### src/rtl/branch_predictor.sv
// Gshare branch direction predictor: PC-xor-history indexed 2-bit counters with
// speculative global history, commit-time training/repair and saturating statistics.
module branch_predictor #(
  parameter int INDEX_BITS = 6
) (
  input  logic                  clk,
  input  logic                  reset,
  input  logic                  fetch_valid,
  input  logic                  fetch_is_branch,
  input  logic [31:0]           fetch_pc,
  output logic                  pred_valid,
  output logic                  pred_taken,
  output logic [INDEX_BITS-1:0] pred_index,
  output logic [INDEX_BITS-1:0] pred_ghr,
  input  logic                  commit_valid,
  input  logic                  committed_is_branch,
  input  logic                  commit_taken,
  input  logic                  commit_result,
  input  logic [INDEX_BITS-1:0] commit_index,
  input  logic [INDEX_BITS-1:0] commit_ghr,
  output logic                  mispredict_out,
  output logic [15:0]           branch_count,
  output logic [15:0]           mispredict_count
);

  localparam int ENTRIES = 1 << INDEX_BITS;

  logic [1:0]            r_pht [ENTRIES];
  logic [INDEX_BITS-1:0] r_spec_ghr;
  logic                  r_pred_valid;
  logic                  r_pred_taken;
  logic [INDEX_BITS-1:0] r_pred_index;
  logic [INDEX_BITS-1:0] r_pred_ghr;
  logic [15:0]           r_branch_count;
  logic [15:0]           r_mispredict_count;

  logic                  w_lookup;
  logic                  w_train;
  logic                  w_mispredict;
  logic [INDEX_BITS-1:0] w_index;
  logic [1:0]            w_lookup_ctr;
  logic                  w_pred_bit;
  logic [1:0]            w_train_ctr;
  logic [1:0]            w_train_ctr_nxt;
  logic [INDEX_BITS:0]   w_ghr_shift;
  logic [INDEX_BITS:0]   w_ghr_restore;
  logic                  w_unused_bits;

  assign w_lookup     = fetch_valid & fetch_is_branch;
  assign w_train      = commit_valid & committed_is_branch;
  assign w_mispredict = w_train & (commit_taken ^ commit_result);

  assign w_index      = fetch_pc[INDEX_BITS+1:2] ^ r_spec_ghr;
  assign w_lookup_ctr = r_pht[w_index];
  assign w_pred_bit   = w_lookup_ctr[1];

  assign w_train_ctr  = r_pht[commit_index];

  always_comb begin
    w_train_ctr_nxt = w_train_ctr;
    if (commit_result) begin
      if (w_train_ctr != 2'b11) w_train_ctr_nxt = w_train_ctr + 2'b01;
    end else begin
      if (w_train_ctr != 2'b00) w_train_ctr_nxt = w_train_ctr - 2'b01;
    end
  end

  // Both history updates are formed one bit wide and truncated so the
  // expressions stay legal for any INDEX_BITS >= 1.
  assign w_ghr_shift   = {r_spec_ghr, w_pred_bit};
  assign w_ghr_restore = {commit_ghr, commit_result};

  assign w_unused_bits = ^{fetch_pc[31:INDEX_BITS+2], fetch_pc[1:0],
                           w_ghr_shift[INDEX_BITS], w_ghr_restore[INDEX_BITS]};

  // The lookup above reads the pre-update counter; a same-cycle write to the
  // same entry still lands because it is applied here on the clock edge.
  always_ff @(posedge clk) begin
    if (reset) begin
      for (int i = 0; i < ENTRIES; i++) begin
        r_pht[i] <= 2'b01;
      end
    end else if (w_train) begin
      r_pht[commit_index] <= w_train_ctr_nxt;
    end
  end

  // pred_valid is a one-cycle strobe with no backpressure: when high,
  // pred_taken/pred_index/pred_ghr describe the branch fetched the cycle before.
  always_ff @(posedge clk) begin
    if (reset) begin
      r_spec_ghr   <= '0;
      r_pred_valid <= 1'b0;
      r_pred_taken <= 1'b0;
      r_pred_index <= '0;
      r_pred_ghr   <= '0;
    end else if (w_mispredict) begin
      r_spec_ghr   <= w_ghr_restore[INDEX_BITS-1:0];
      r_pred_valid <= 1'b0;
      r_pred_taken <= 1'b0;
    end else if (w_lookup) begin
      r_spec_ghr   <= w_ghr_shift[INDEX_BITS-1:0];
      r_pred_valid <= 1'b1;
      r_pred_taken <= w_pred_bit;
      r_pred_index <= w_index;
      r_pred_ghr   <= r_spec_ghr;
    end else begin
      r_pred_valid <= 1'b0;
      r_pred_taken <= 1'b0;
    end
  end

  always_ff @(posedge clk) begin
    if (reset) begin
      r_branch_count     <= '0;
      r_mispredict_count <= '0;
    end else if (w_train) begin
      if (r_branch_count != 16'hFFFF) r_branch_count <= r_branch_count + 16'd1;
      if (w_mispredict && (r_mispredict_count != 16'hFFFF)) begin
        r_mispredict_count <= r_mispredict_count + 16'd1;
      end
    end
  end

  assign pred_valid       = r_pred_valid;
  assign pred_taken       = r_pred_taken;
  assign pred_index       = r_pred_index;
  assign pred_ghr         = r_pred_ghr;
  assign mispredict_out   = w_mispredict;
  assign branch_count     = r_branch_count;
  assign mispredict_count = r_mispredict_count;

endmodule
### config.mk
export PLATFORM = sky130hd
export DESIGN_NAME = branch_predictor
export DESIGN_NICKNAME = d
export VERILOG_FILES = /design/src/rtl/branch_predictor.sv
export SDC_FILE = /design/constraint.sdc
export NUM_CORES = 1
export LEC_CHECK = 0
export ABC_CLOCK_PERIOD_IN_PS = 5200
export BUFFER_PORTS_ARGS = -buffer_cell sky130_fd_sc_hd__buf_4
export CAP_MARGIN = 20
export CORE_UTILIZATION = 45
export DETAILED_ROUTE_END_ITERATION = 6
export HOLD_SLACK_MARGIN = 0.12
export PLACE_DENSITY = 0.64
export SLEW_MARGIN = 30
export SYNTH_ARGS = -nofsm -noshare
export SYNTH_HDL_FRONTEND = slang
export SYNTH_SLANG_ARGS = --single-unit
### constraint.sdc
create_clock -name clk -period 5.2 [get_ports clk]
set_input_delay 0.26 -clock clk [delete_from_list [all_inputs] [get_ports clk]]
set_output_delay 0.26 -clock clk [all_outputs]
set_load 0.005 [all_outputs]
==> results of run 1 <==
## worst min path at each step
stage / startpoint / endpoint / slack, ns / cells after the start
after global placement: pred_ghr[1]$_SDFFE_PP0P_ / pred_ghr[1]$_SDFFE_PP0P_ / 0.45 / 2
after CTS: commit_result / r_spec_ghr[0]$_SDFFE_PP0P_ / 0.13 / 3
after detailed placement: pred_ghr[2]$_SDFFE_PP0P_ / pred_ghr[2]$_SDFFE_PP0P_ / 0.45 / 2
after floorplan: commit_ghr[0] / r_spec_ghr[1]$_SDFFE_PP0P_ / 0.40 / 2
after global routing: commit_result / r_spec_ghr[0]$_SDFFE_PP0P_ / 0.15 / 3
final: commit_result / r_spec_ghr[0]$_SDFFE_PP0P_ / 0.14 / 3
## cells in the mapped netlist, types with 3 or more instances
cell,instances
and4_1,3
nand3_1,79
o32ai_1,3
buf_8,7
a21oi_1,26
a211oi_1,7
o21bai_1,44
buf_1,4
or3_1,3
buf_2,7
a22oi_1,10
nor2_1,93
mux4_2,28
edfxtp_1,128
a221oi_1,8
clkbuf_1,37
inv_1,6
nor2b_1,6
and3_1,10
nand4_1,8
o21ai_0,8
o22ai_1,4
nand2b_1,20
and3b_1,4
nand2_1,74
dfxtp_1,52
xor2_1,22
nor3_1,57
mux2_2,8
buf_4,8
xnor2_1,14
or2_2,6
o211ai_1,3
nand3_2,5
buf_6,10
mux2i_1,18
## worst max-delay path: cells and delay by family (launching register included)
kind | cells | cell delay (ns)
flops | 1 | 0.42
compound gates | 2 | 0.39
buf+inv | 1 | 0.29
fa+ha+maj | 1 | 0.73
mux | 1 | 0.47
simple gates | 3 | 0.66
## logic make-up after synthesis
| family | count (synthesis) | synth area share, % |
|---|---|---|
| simple gates | 379 | 19.64 |
| mux | 56 | 10.08 |
| compound gates | 127 | 9.392 |
| buf+inv | 81 | 5.264 |
| fa+ha+maj | 4 | 0.4762 |
| xor+xnor | 37 | 3.505 |
| flops | 180 | 51.64 |
## layout make-up
| cell class | instances | area, um^2 |
|---|---|---|
| fill | 1845 | 9781 |
| sequential | 180 | 4885 |
| multi-input combinational | 603 | 4110 |
| timing repair buffer | 89 | 705.7 |
| clock buffer | 22 | 508.0 |
| tap | 270 | 337.8 |
| clock inverter | 10 | 76.32 |
| inverter | 7 | 26.28 |
## state kept, by name, indices dropped and copies added, names as in the netlist
name,cells
r_pht,128
pred_taken,1
r_spec_ghr,6
mispredict_count,16
branch_count,16
pred_valid,1
pred_index,6
pred_ghr,6
## per-stage QoR
step / hold slack (ns) / utilization, % / power, mW / worst slack [ns] / cell area [um^2]
after floorplan: 0.3995 / - / 1.914 / 2.669 / 9459
after global placement: 0.4458 / 48.93 / 2.000 / 1.463 / 9996
after detailed placement: 0.4529 / 48.98 / 2.005 / 1.495 / 10010
after CTS: 0.1299 / 52.09 / 3.274 / 1.943 / 10640
after global routing: 0.1525 / 52.13 / 3.362 / 1.765 / 10650
final: 0.1373 / 52.13 / 3.264 / 1.904 / 10650
## repair_timing
action / in CTS / in global routing
endpoints found under the hold margin: 5 / 0
setup endpoints to repair: 0 / 0
hold buffers: 5 / 0
## layer usage
metal  GRT usage [%]  up-vias  share of wire [%]
met5               0        -                  0
met4           9.897        0                3.1
met3           3.975       57                6.8
met2           37.82      300                 48
met1           31.74     3504                 43
li1                -     3274                  -
## power by group
group	leakage, nW	switching [mW]	internal (mW)
logic	1.63	0.253	0.146
clock network	0.292	0.580	0.706
registers	1.54	0.0202	1.56
==> metrics.txt, run 1 <==
dpl cells=1,144; fin crit period=3.296 ns; most common cell after layout, fill and taps aside=edfxtp_1; CP max stage cell=maj3_2; Worst-Skew Late Latency=~0.44 ns; Inserted Clock Buffers=17; Nets=952; worst hold path class=primary input to register; R2R Path End=r_pht[8][0]$_SDFFCE_PN1P_; Remaining DRCs=0; GRT overflow=0; Crit path arrival time=3.44 ns; CP Capture Point=r_pht[8][0]$_SDFFCE_PN1P_; Antenna diodes=0; Total Wirelength=roughly 25,000 um; Net Count, Synth=918; Final ANT Viol Nets=0; Crit. End Element=register; Synth area leaders=edfxtp_1 41%, dfxtp_1 11%, mux4_2 6.7%, nand3_1 4.2%, nor2_1 3.7%; Critical Path RT=5.34 ns; area of the mapped netlist=between 9000 and 10,000 um^2; detailed-route via count=7,135; Worst Skew=0.009984 ns; clock transition at the registers of the reported paths=0.07 ns; total iterations of the first detailed-routing run=6; H-tree levels=4; layout cells sized above 1=19.21%; dominant cell type by area after synthesis=edfxtp_1; CP Max Fanout=35; CP peak stage delay=0.73 ns; CP Class=register to register; Synth Instances=864; # IOs=99; Synth cell types=64; post-CTS setup buffers=0; status=finished clean; Area Overhead vs Synth=12.58%; r2r setup slk=1.90 ns; Die Ht=147.0 um; Vias/cell=6.041; synthesized flop and latch total=180; Routed wire per std cell=21.00 um; HPWL Detailed=16,100 um; worst path cell trace=mux4_2 > and3_1 > a31oi_1 > o211ai_1 > nor4b_4 > maj3_2 > buf_12 > nand3_1; Post-CTS Resized=0; maximum capacitance violations=0; Highest Clock Rate=0.3034 GHz; ys async rst share=0%; IO Port Bufs=~70; Longest Clk Path Bufs=2; setup TNS=0 ns; RePlAce Congestion=around 0.85; Die X=about 150 um; Final Hold Vio Count=0; vias in the first global route=6,749; area share of the leading cell type in the synthesized netlist=40.63%; most frequent cells in the layout=128 x edfxtp_1, 88 x nor2_1, 82 x buf_4; Startpoint Class=register; Initial Util=46.30%; Slew Viols, Final=0; VDD IR max=around 0.22 mV; Post-Layout Cell Count=around 1,200; power density over cell area=306.5 nW/um^2; TritonCTS clock tree=built; gr usage total=23.58%; Worst-Margin Slew=about 0.91 ns; Reg2Reg Launch Point=r_pht[39][1]$_SDFFCE_PN0P_; Leak=roughly 3.5 nW; Worst Setup SP=r_pht[39][1]$_SDFFCE_PN0P_; Std-Cell Rows=52; number of synthesized flops with an enable pin=128; drt initial violations=698; initial antenna violation count=0; Synth Flop Type=edfxtp_1; Final Cycle Share=63.39%; DIE AREA=21,600 um^2; first-pass GRT wire length=38,700 um; sequential-to-total area share from yosys stat=51.64%; clk sinks=180; largest net degree at the start of global routing=68; clock root buffer=clkbuf_16; number of endpoints failing setup at the final stage=0; RSZ-0062 raised after global routing=false; worst-case reg-to-reg path depth=8; synth warn=0; syn avg cell area=10.95 um^2; Slew headroom=38.23%; core region area=between 20,000 and 25,000 um^2
(Power assumes the default switching activity.)
==> run 2, diff against run 1 <==
Settings changed: ABC_AREA set to 1, ABC_CLOCK_PERIOD_IN_PS 5200 to 3350, PLACE_DENSITY 0.64 to 0.63.
Clock period 5.2 ns to 3.35 ns, I/O delays scaled along.
==> run 2 against run 1 <==
  * The flow now finishes with violations (DRC)
  * Global-route usage rose by 1.9 points
  * Largest power group unchanged
  * Sequential power rose by 54%
  * Clock power rose by 55%
  * Hold slack got worse by 0.0017 ns
  * Critical path depth did not move
  * Sequential share of layout area fell by 3.7 points
  * Register-to-register slack got worse by 0.92 ns
  * First-iteration DRC count rose by 21%
  * Clock-buffer cell count fell by 4
  * Critical endpoint is now r_pht[49][0]$_SDFFCE_PN1P_
  * Power rose by 58%
  * Setup slack got worse by 0.93 ns
==> metrics.txt, run 2 <==
register area=4885 um^2 (unchanged); critical path depth=8 (unchanged); Gate power share=14.2% (+2.0 points); DIE AREA=23,090 um^2 (+6.9%); Die Ht=152.0 um (+3.4%); delay-heaviest family, CP=simple AND/OR/NAND/NOR gates; Leak=4.691 nW (+35%); maximum capacitance violations=0 (unchanged); Synth cell types=32 (-50%); sw power=1.507 mW (+77%); Final Hold Vio Count=0 (unchanged); vias in the first global route=8,901 (+32%); Worst-Margin Slew=0.8240 ns (-0.09090 ns); area share of the leading cell type in the synthesized netlist=37.99% (-2.6 points); first-pass GRT wire length=45,790 um (+18%); core region area=21,960 um^2 (+7.5%); Net Sw Frac=29.14% (+3.0 points); Vias/cell=5.285 (-13%); ys async rst share=0% (unchanged); top-count cell post-synth=nand2_1; CP max stage cell=dlygate4sd3_1; status=finished with violations; Crit path arrival time=2.53 ns (-0.91 ns); largest register by flop count=r_pht; Highest Clock Rate=between 0.4 and 0.5 GHz; Remaining DRCs=3 (+3); syn avg cell area=7.186 um^2 (-34%); HPWL Detailed=18,380 um (+14%); Antenna diodes=0 (unchanged); Worst-Skew Late Latency=0.44 ns (about the same); CP Class=primary input to register; Clk pwr share=38.6% (-0.8 points); max reg flops=128 (unchanged); Longest Clk Path Bufs=2 (unchanged); fillers=2,151 (+17%); dominant cell type by area after synthesis=edfxtp_1; VDD IR max=0.3290 mV (+51%); Final Cycle Share=a little under three quarters; Worst Setup SP=reset; clock transition at the registers of the reported paths=0.07 ns (about the same); initial antenna violation count=0 (unchanged); H-tree levels=4 (unchanged); most frequent cells after synthesis=453 x nand2_1, 196 x inv_1, 179 x nor2_1; RePlAce Congestion=0.8687 (+1.9%); Routed wire per std cell=16.20 um (-23%); setup TNS=0 ns (unchanged); largest net degree at the start of global routing=65 (-4.4%); sequential-to-total area share from yosys stat=48.28% (-3.4 points); area occupied by multi-input gates=4158 um^2 (+1.2%); Crit. End Element=register; worst path cell trace=dlygate4sd3_1 > buf_4 > nor2_1 > nand4_1 > buf_4 > nor2_1 > inv_1 > nand2_1; Power Internal=3.665 mW (+52%); fin crit period=roughly 2.4 ns; IO Port Bufs=71 (unchanged); RSZ-0062 raised after global routing=false; Net Count, Synth=1,462 (+59%); CP Max Fanout=19 (-46%); TritonCTS clock tree=built; failing checks=DRC; Total Wirelength=28,490 um (+15%); synth warn=0 (unchanged); R2R Path End=r_spec_ghr[0]$_SDFFE_PP0P_; Hold Crit Depth=3 (unchanged); Reg2Reg Launch Point=r_spec_ghr[0]$_SDFFE_PP0P_; CP Capture Point=r_pht[49][0]$_SDFFCE_PN1P_; Post-CTS Resized=0 (unchanged); number of synthesized flops with an enable pin=128 (unchanged); number of endpoints failing setup at the final stage=0 (unchanged); CP peak stage delay=0.55 ns (-0.18 ns); worst hold margin=0.1356 ns (-0.001743 ns); area of the mapped netlist=10,120 um^2 (+7.0%); worst hold path class=primary input to register; Worst Skew=0.01640 ns (+0.006413 ns); drt initial violations=846 (+21%); Final ANT Viol Nets=0 (unchanged); Initial Util=46.08% (-0.22 points); most frequent cells in the layout=452 x nand2_1, 196 x inv_1, 179 x nor2_1; clk sinks=180 (unchanged); CP Buf/Inv Count=4 (+3); # IOs=99 (unchanged); power density over cell area=446.3 nW/um^2 (+46%); Die X=152.0 um (+3.4%); Area Overhead vs Synth=14.53%; Nets=1,519 (+60%); Synth area leaders=edfxtp_1 38%, nand2_1 17%, dfxtp_1 10%, inv_1 7.3%, nand3_1 7.1%; r2r setup slk=0.98 ns (-0.92 ns); Slew Viols, Final=0 (unchanged); Startpoint Class=primary input; detailed-route via count=9,291 (+30%); Slew headroom=44.98% (+6.8 points); Std-Cell Rows=54 (+3.8%); worst-case reg-to-reg path depth=13 (+5); Critical Path RT=3.50 ns (-1.84 ns); Inserted Clock Buffers=17 (unchanged); most common cell after layout, fill and taps aside=nand2_1; total iterations of the first detailed-routing run=7 (+1); post-CTS setup buffers=0 (unchanged); clock root buffer=clkbuf_16; GRT overflow=0 (unchanged); synthesized flop and latch total=180 (unchanged); Design Power=5.172 mW (+58%); Seq pwr share=47.2% (-1.2 points); Synth Instances=1,408 (+63%); layout cells sized above 1=9.743% (-9.5 points); Synth Flop Type=edfxtp_1; gr usage total=25.49% (+1.9 points)
-- run 2: how the worst min path moves through the flow --
stage / from / to / slack [ns]
after floorplan: commit_ghr[4] / r_spec_ghr[5]$_SDFFE_PP0P_ / 0.37
after global placement: pred_ghr[0]$_SDFFE_PP0P_ / pred_ghr[0]$_SDFFE_PP0P_ / 0.46
after detailed placement: pred_ghr[0]$_SDFFE_PP0P_ / pred_ghr[0]$_SDFFE_PP0P_ / 0.46
after CTS: fetch_pc[7] / pred_index[5]$_SDFFE_PP0P_ / 0.15
after global routing: fetch_pc[7] / pred_index[5]$_SDFFE_PP0P_ / 0.17
final: fetch_pc[7] / pred_index[5]$_SDFFE_PP0P_ / 0.14
-- run 2: layout make-up --
cell class	count	share of cell area, %
Multi-Input combinational cell	961	35.88
Tap cell	280	3.023
Clock inverter	14	1.188
Timing Repair Buffer	106	7.428
Sequential cell	180	42.15
Inverter	199	6.446
Clock buffer	18	3.887
-- run 2: metrics by stage --
| stage | utilization [%] | setup WS, ns | instances | area (um^2) |
|---|---|---|---|---|
| 5_1_grt | 52.77 | 0.7647 | 1758 | 11590 |
| 3_5_place_dp | 49.82 | 0.5921 | 1720 | 10940 |
| 6_report | 52.77 | 0.9740 | 1758 | 11590 |
| 4_1_cts | 52.77 | 1.016 | 1758 | 11590 |
| 3_3_place_gp | 49.82 | 0.6214 | 1720 | 10940 |
| 2_1_floorplan | - | 1.540 | 1408 | 10120 |
-- run 2: tightest hold or removal path: stages --
cell and delay [ns]:
buf_4 0.09, xnor2_1 0.12, a21oi_1 0.16
-- run 2: routing by layer --
layer | share of wire, % | up-vias | track usage, %
met2 | 47 | 320 | 42.66
met3 | 6.9 | 53 | 4.792
met1 | 43 | 4324 | 32.63
li1 | - | 4594 | -
met5 | 0 | - | 0
met4 | 2.9 | 0 | 10.06
-- run 2: cell families after synthesis --
family / share of synthesized area [%]
AND/OR/NAND/NOR: 34.04
buffers and inverters: 10.73
adder cells (fa/ha/maj): 0.2473
AO/OA/AOI/OAI: 5.750
XOR/XNOR: 0.9521
flip-flops: 48.28
-- run 2: timing repair --
item,4_1_cts,5_1_grt
hold endpoints to repair,21,0
endpoints found under the setup margin,0,0
hold buffers,6,0
-- run 2: power groups by stage --
stage	sequential [mW]	clock [mW]	combinational, mW
global placement	2.49	0	0.716
CTS	2.44	2.02	0.731
finish	2.44	2.00	0.734
detailed placement	2.49	0	0.722
floorplan	2.49	0	0.468
global route	2.45	2.11	0.808
